$ cat config.mk
export PLATFORM = sky130hd
export DESIGN_NAME = cpu_run_controller
export DESIGN_NICKNAME = d
export VERILOG_FILES = /design/src/rtl/cpu_run_controller.sv
export SDC_FILE = /design/constraint.sdc
export NUM_CORES = 1
export LEC_CHECK = 0
export ABC_CLOCK_PERIOD_IN_PS = 4600
export CAP_MARGIN = 25
export CORE_MARGIN = 5
export CORE_UTILIZATION = 30
export CTS_CLUSTER_DIAMETER = 80
export CTS_CLUSTER_SIZE = 16
export DETAILED_ROUTE_END_ITERATION = 8
export PLACE_DENSITY = 0.62
export SLEW_MARGIN = 20
export SYNTH_ARGS = -nofsm -noshare
export SYNTH_HDL_FRONTEND = slang
export SYNTH_SLANG_ARGS = --single-unit
$ cat constraint.sdc
create_clock -name clk -period 4.6 [get_ports clk]
set_input_delay 0.92 -clock clk [delete_from_list [all_inputs] [get_ports clk]]
set_output_delay 0.92 -clock clk [all_outputs]
set_load 0.02 [all_outputs]
$ cat src/rtl/cpu_run_controller.sv
// Run/step/halt sequencer that owns the CPU core reset and clock enable.
// Boots the core, then runs or single-steps it on operator commands and counts retirements.
module cpu_run_controller #(
  parameter int unsigned PC_WIDTH = 8,
  parameter int unsigned OPCODE_WIDTH = 4,
  parameter logic [OPCODE_WIDTH-1:0] HALT_OPCODE = 4'hF,
  parameter int unsigned RESET_HOLD = 4,
  parameter int unsigned CNT_WIDTH = 16
) (
  input  logic                    clk,
  input  logic                    reset,
  input  logic                    start,
  input  logic                    step,
  input  logic                    stop,
  input  logic                    bp_enable,
  input  logic [PC_WIDTH-1:0]     bp_addr,
  input  logic [OPCODE_WIDTH-1:0] cpu_opcode,
  input  logic [PC_WIDTH-1:0]     cpu_pc,
  input  logic                    cpu_instr_done,
  output logic                    cpu_reset,
  output logic                    cpu_en,
  output logic                    running,
  output logic                    halted,
  output logic [2:0]              state,
  output logic [CNT_WIDTH-1:0]    instr_count
);

  localparam int unsigned BootW = $clog2(RESET_HOLD + 1);
  localparam logic [BootW-1:0] BootLast = BootW'(RESET_HOLD - 1);

  typedef enum logic [2:0] {
    StBoot  = 3'd0,
    StPause = 3'd1,
    StRun   = 3'd2,
    StStep  = 3'd3,
    StHalt  = 3'd4
  } state_e;

  state_e               state_q, state_d;
  logic [BootW-1:0]     boot_q, boot_d;
  logic [CNT_WIDTH-1:0] cnt_q, cnt_d, cnt_inc;
  logic                 pend_q, pend_d;
  logic                 start_q, step_q;
  logic                 start_rise, step_rise, is_halt;

  assign start_rise = start & ~start_q;
  assign step_rise  = step & ~step_q;
  assign is_halt    = (cpu_opcode == HALT_OPCODE);
  assign cnt_inc    = (cnt_q == '1) ? cnt_q : cnt_q + CNT_WIDTH'(1);

  always_comb begin
    state_d = state_q;
    boot_d  = boot_q;
    cnt_d   = cnt_q;
    pend_d  = pend_q;
    case (state_q)
      StBoot: begin
        boot_d = boot_q + BootW'(1);
        if (boot_q == BootLast) state_d = StPause;
      end
      StPause: begin
        if (start_rise) begin
          state_d = StRun;
          pend_d  = 1'b0;
        end else if (step_rise) begin
          state_d = StStep;
          pend_d  = 1'b0;
        end
      end
      StRun: begin
        if (stop) pend_d = 1'b1;
        // Only an instruction boundary can take us out of RUN.
        if (cpu_instr_done) begin
          cnt_d = cnt_inc;
          if (is_halt)                                state_d = StHalt;
          else if (pend_q || stop)                    state_d = StPause;
          else if (bp_enable && (cpu_pc == bp_addr))  state_d = StPause;
        end
      end
      StStep: begin
        if (cpu_instr_done) begin
          cnt_d   = cnt_inc;
          state_d = is_halt ? StHalt : StPause;
        end
      end
      StHalt: begin
        if (start_rise) begin
          state_d = StBoot;
          boot_d  = '0;
          cnt_d   = '0;
        end
      end
      default: state_d = StBoot;
    endcase
  end

  // Outputs are registered from the next state so they track state_q exactly.
  always_ff @(posedge clk) begin
    if (reset) begin
      state_q   <= StBoot;
      boot_q    <= '0;
      cnt_q     <= '0;
      pend_q    <= 1'b0;
      start_q   <= 1'b0;
      step_q    <= 1'b0;
      cpu_reset <= 1'b1;
      cpu_en    <= 1'b0;
      running   <= 1'b0;
      halted    <= 1'b0;
    end else begin
      state_q   <= state_d;
      boot_q    <= boot_d;
      cnt_q     <= cnt_d;
      pend_q    <= pend_d;
      start_q   <= start;
      step_q    <= step;
      cpu_reset <= (state_d == StBoot);
      cpu_en    <= (state_d == StRun) || (state_d == StStep);
      running   <= (state_d == StRun) || (state_d == StStep);
      halted    <= (state_d == StHalt);
    end
  end

  assign state       = state_q;
  assign instr_count = cnt_q;

endmodule
==> results of run 1 <==
-- final timing paths --
check | cells after the start | end | slack [ps] | startpoint
worst max-delay path | 6 | instr_count[3] | 2090 | start
worst min-delay path | 2 | boot_q[2] | 500 | boot_q[2]
worst max register to register | 4 | instr_count[3] | 2860 | state[2]
worst min register to register | 2 | boot_q[2] | 500 | boot_q[2]
-- flip-flops by register name, indices dropped and copies added, names as in the netlist --
register,flops
instr_count,16
boot_q,3
state,3
cpu_reset,1
halted,1
pend_q,1
running,1
start_q,1
step_q,1
-- cell type report --
class	count	area, um2
well taps	67	83.8
inverters	5	18.8
fillers	496	2710
clock buffers	3	41.3
multi-input cells	130	851
repair buffers	49	490
flip-flops and latches	28	561
-- logic make-up (layout without fill, tap and decap cells) --
logic type,count (synthesis),in the layout,synth area share (%)
DFF,28,28,37.8
and+or+nand+nor,74,74,26.6
muxes,1,1,0.675
adders and majority gates,3,3,2.53
AOI/OAI and AO/OA,32,32,15.8
buffers and inverters,12,57,4.81
xor gates and xnor gates,20,20,11.8
-- routing by layer --
| metal | share of wire, % | wire, um | track usage [%] | up-vias |
|---|---|---|---|---|
| met3 | 3.8 | 129 | 2.69 | 2 |
| li1 | - | - | - | 690 |
| met4 | 0.92 | 31 | 2.53 | 0 |
| met1 | 48 | 1610 | 14.5 | 585 |
| met5 | 0 | 0 | 0 | - |
| met2 | 48 | 1610 | 18.9 | 20 |
-- power groups by stage --
| stage | Clock, mW | Sequential [mW] | Combinational (mW) |
|---|---|---|---|
| after floorplan | 0 | 0.288 | 0.0893 |
| after global placement | 0 | 0.282 | 0.148 |
| after detailed placement | 0 | 0.283 | 0.150 |
| after CTS | 0.135 | 0.278 | 0.150 |
| after global routing | 0.149 | 0.280 | 0.165 |
| final | 0.126 | 0.278 | 0.148 |
-- cell usage after synthesis (2+ instances only) --
master	n
a211oi_1	6
a21oi_1	11
a31o_2	2
and3_1	3
and4_1	5
buf_4	2
clkbuf_1	2
dfxtp_1	28
ha_1	3
inv_1	5
nand2_1	4
nand2b_1	2
nand3_1	8
nand4_1	7
nor2_1	28
nor2b_1	6
nor3_1	2
o211ai_1	2
or3_1	2
xnor2_1	13
xor2_1	7
-- cell usage in the layout, fill, tap and decap left out, types with 2 or more instances in the layout --
cell / instances
a211oi_1: 6
a21oi_1: 11
a31o_2: 2
and3_1: 3
and4_1: 5
clkbuf_8: 3
clkdlybuf4s50_1: 49
dfxtp_1: 28
ha_1: 3
inv_1: 5
nand2_1: 4
nand2b_1: 2
nand3_1: 8
nand4_1: 7
nor2_1: 28
nor2b_1: 6
nor3_1: 2
o211ai_1: 2
or3_1: 2
xnor2_1: 13
xor2_1: 7
-- critical path, cell delays in order --
cell and delay, ps:
clkdlybuf4s50_1 500, nor2b_1 210, nand3_1 180, nand2b_1 510
nor2_1 90, a31o_2 260
==> reports/metrics.cfg, run 1 <==
[clock_network]
cts_root_buf = clkbuf_8
clk_path_buf_depth = 2
cts_buffers = 3
htree_levels = 1
post_cts_resized = 0
insertion_delay_ps = 270
path_clk_slew_ps = 90
cts_setup_buffers = 0
postCtsHoldBufs = 0
cts.sinks = 28
cts_tree = done

[sta]
final_max_slew_viol_count = 0
setup_violations = 0
finClkSkew_ps = 6.71
fmax_ghz = 0.399
maxSlewHeadroom_pct = 58.6
rsz0062_at_grt = no
tns_ps = 0
fin_crit_ps = 2510
hold_violations = 0
worst_slew_pin_slew_ps = 622
hold_ws_ps = 502
finalCritPeriodShare_pct = 54.5
fin_ws_ps = 2090

[route]
wl_per_cell_um = 12.0
drt_wl_total_mm = 3.38
ant_nets = 0
drtIter0Drc = 73
dr.pass1.iters = 4
drcViolationCount = 0
viasPerCell = 4.60
num_vias = 1297

[critical_path]
worstSetupPathType = input port to flop
cp.required_ps = 4770
cp.arrival_ps = 2680
start_kind = input port
critPathCaptureType = flop
crit_path_max_fanout = 17

[run_status]
status = finished clean

[power]
p_seq_share_pct = 50.4
p_clk_share_pct = 22.8
p_total_mw = 0.551
p_int_mw = 0.400
p_comb_share_pct = 26.8
p_leak_nw = 0.713
ir_drop_v = 0.000120
power.switching_mw = 0.151
swShare_pct = 27.4
p_per_area_nw_per_um2 = 269

[place]
dp.cells = 279
port_buffers = 49
gp_congestion = 0.769
pre_cts_slack_ps = 1800
dp_hpwl_mm = 2.76
dpl_cell_area_um2 = 2000

[floorplan]
ios = 50
start_util_pct = 31.2
coreArea_um2 = 4750
dieArea_um2 = 6450
die_x_um = 80.3
core.rowCount = 25
fp.dieH_um = 80.3

[logic_synthesis]
synth_cell_types = 43
yosys_warnings = 0
synth_top_area_share_pct = 37.8
synth_edf_count = 0
async_flop_share_pct = 0
syn_area_um2 = 1480
avgSynthCellArea_um2 = 8.72
synth_area_leader_cell = dfxtp_1
synth.area.top_cells = dfxtp_1, xnor2_1, nor2_1
yosysSeqAreaShare_pct = 37.8
syn_nets = 200
synth_cells = 170
ys_ff_latch = 28
synth_ff_type = dfxtp_1

[global_routing]
grt.total_usage_pct = 11.2
gr-total-overflow = 0
antenna_found_initial = 0
grt_pass1_wl_mm = 5.88
grt_pass1_vias = 1295
grt_max_degree = 18

[final_layout]
area_growth_pct = 38.0
drive_above_1_share_pct = 6.05
nets = 247
diodes = 0
stdcell_area_um2 = 2050
final_util_pct = 43.0
fin_cells = 282

[hold_path]
hold_class = flop to flop

[flow_run]
drv_cap = 0

Power figures use the tool's default switching activity.
==> inputs of run 2 (changes only) <==
ABC_CLOCK_PERIOD_IN_PS = 2600   (was 4600)
clock period = 2.6 ns   (was 4.6 ns; I/O delays follow)
==> reports/metrics.cfg, run 2 (same netlist as run 1, synthesis figures left out) <==
[floorplan]
coreArea_um2 = 4750  ; unchanged
ios = 50  ; unchanged
core.rowCount = 25  ; unchanged
fp.dieH_um = 80.3  ; unchanged
dieArea_um2 = 6450  ; unchanged
die_x_um = 80.3  ; unchanged
start_util_pct = 31.2  ; unchanged

[clock_network]
cts.sinks = 28  ; unchanged
cts_root_buf = clkbuf_8  ; unchanged
cts_buffers = 3  ; unchanged
postCtsHoldBufs = 0  ; unchanged
htree_levels = 1  ; unchanged
cts_setup_buffers = 0  ; unchanged
post_cts_resized = 0  ; unchanged
path_clk_slew_ps = 90  ; about the same
insertion_delay_ps = 270  ; about the same
cts_tree = done  ; unchanged
clk_path_buf_depth = 2  ; unchanged

[final_layout]
diodes = 0  ; unchanged
stdcell_area_um2 = 2080  ; was 2050 um2
layout_common_cells = clkdlybuf4s50_1, nor2_1, dfxtp_1  ; unchanged
largest_register_ffs = 16  ; unchanged
drive_above_1_share_pct = 7.76  ; was 6.05%
final_common_cell = clkdlybuf4s50_1  ; unchanged
fin_cells = 286  ; was 282
nets = 250  ; was 247
area_growth_pct = 40.4  ; was 38.0%

[critical_path]
cp_cell_sequence = clkdlybuf4s50_1  ; was clkdlybuf4s50_1 > nor2b_1 > nand3_1 > nand2b_1 > nor2_1 > a31o_2
cp_top_family = buffers and inverters  ; was simple AND/OR/NAND/NOR gates
critPathSlowestCell = clkdlybuf4s50_1  ; was nand2b_1
slowest_delay_ps = 680  ; was 510 ps
crit_path_max_fanout = 12  ; was 17
cp.required_ps = 2080  ; was 4770 ps
start_kind = flop  ; was input port
worstSetupPathType = flop to primary output  ; was input port to flop
critPathCaptureType = primary output  ; was flop
cp.arrival_ps = 1490  ; was 2680 ps
crit_buf_inv = 1  ; unchanged

[sta]
rsz0062_at_grt = no  ; unchanged
fin_ws_ps = 595  ; was 2090 ps
maxSlewHeadroom_pct = 58.3  ; was 58.6%
finalCritPeriodShare_pct = 77.1
worst_slew_pin_slew_ps = 619  ; was 622 ps
tns_ps = 0  ; unchanged
fmax_ghz = 0.499
fin_crit_ps = 2010
finClkSkew_ps = 2.47  ; was 6.71 ps
setup_violations = 0  ; unchanged
final_max_slew_viol_count = 0  ; unchanged
hold_violations = 0  ; unchanged

[route]
drtIter0Drc = 66  ; was 73
num_vias = 1357  ; was 1297
ant_nets = 0  ; unchanged
wl_per_cell_um = 12.3  ; was 12.0 um
drcViolationCount = 0  ; unchanged
dr.pass1.iters = 4  ; unchanged
drt_wl_total_mm = 3.51  ; was 3.38 mm
viasPerCell = 4.74  ; was 4.60

[global_routing]
antenna_found_initial = 0  ; unchanged
gr-total-overflow = 0  ; unchanged
grt_pass1_vias = 1257  ; was 1295
grt_pass1_wl_mm = 6.07  ; was 5.88 mm
grt.total_usage_pct = 11.7  ; was 11.2%
grt_max_degree = 16  ; was 18

[flow_run]
drv_cap = 0  ; unchanged

[power]
ir_drop_v = 0.000234  ; was 0.000120 V
power.switching_mw = 0.276  ; was 0.151 mW
p_clk_share_pct = 25.9  ; was 22.8%
p_comb_share_pct = 26.0  ; was 26.8%
swShare_pct = 27.2  ; was 27.4%
p_seq_share_pct = 48.1  ; was 50.4%
p_per_area_nw_per_um2 = 489  ; was 269 nW/um2
p_int_mw = 0.741  ; was 0.400 mW
p_total_mw = 1.02  ; was 0.551 mW
p_leak_nw = 0.735  ; was 0.713 nW

[place]
gp_congestion = 0.824  ; was 0.769
dpl_cell_area_um2 = 2030  ; was 2000 um2
dp_hpwl_mm = 2.89  ; was 2.76 mm
port_buffers = 49  ; unchanged
pre_cts_slack_ps = 349  ; was 1800 ps
dp.cells = 282  ; was 279

[hold_path]
hold_class = flop to flop  ; unchanged

[run_status]
status = finished clean  ; unchanged

==> run 2: cell types whose count changed in the layout (fill, tap and decap cells not counted), sizes merged <==
cell,change
buf,+3
clkbuf,+1
==> run 2: cell type report <==
cell class                      count  area (um2)
Clock buffer                        4        55.1
Fill cell                         529        2670
Inverter                            5        18.8
Multi-Input combinational cell    130         851
Sequential cell                    28         561
Tap cell                           67        83.8
Timing Repair Buffer               52         513
==> run 2: power by group through the flow <==
stage / logic (mW) / clock network (mW) / registers [mW]
2_1_floorplan: 0.158 / 0 / 0.509
3_3_place_gp: 0.266 / 0 / 0.500
3_5_place_dp: 0.267 / 0 / 0.501
4_1_cts: 0.268 / 0.273 / 0.491
5_1_grt: 0.293 / 0.292 / 0.497
6_report: 0.264 / 0.263 / 0.490
==> run 2: path summary, 6_finish.rpt <==
kind | to | slack [ps] | cells after the start | startpoint
setup / recovery | state[2] | 590 | 1 | state[2]
hold / removal | pend_q | 490 | 2 | pend_q
setup reg to reg | instr_count[3] | 920 | 5 | instr_count[3]
hold reg to reg | pend_q | 490 | 2 | pend_q
==> run 2: per-layer routing <==
| layer | share of wire, % | GRT usage (%) | vias up |
|---|---|---|---|
| li1 | - | - | 705 |
| met1 | 50 | 16.5 | 628 |
| met2 | 46 | 18.0 | 20 |
| met3 | 3.0 | 2.91 | 4 |
| met4 | 1.1 | 2.53 | 0 |
| met5 | 0 | 0 | - |
==> run 2: through the flow <==
step,utilization [%],hold slack [ps]
after floorplan,-,450
after global placement,42.6,466
after detailed placement,42.6,478
after CTS,43.8,500
after global routing,43.8,524
final,43.8,491
==> run 2: worst register-to-register path, stage by stage (launching register included) <==
cell and delay, ps:
dfxtp_1 440, and4_1 270, and4_1 380, a21oi_2 160, a211oi_1 250, a31o_2 130
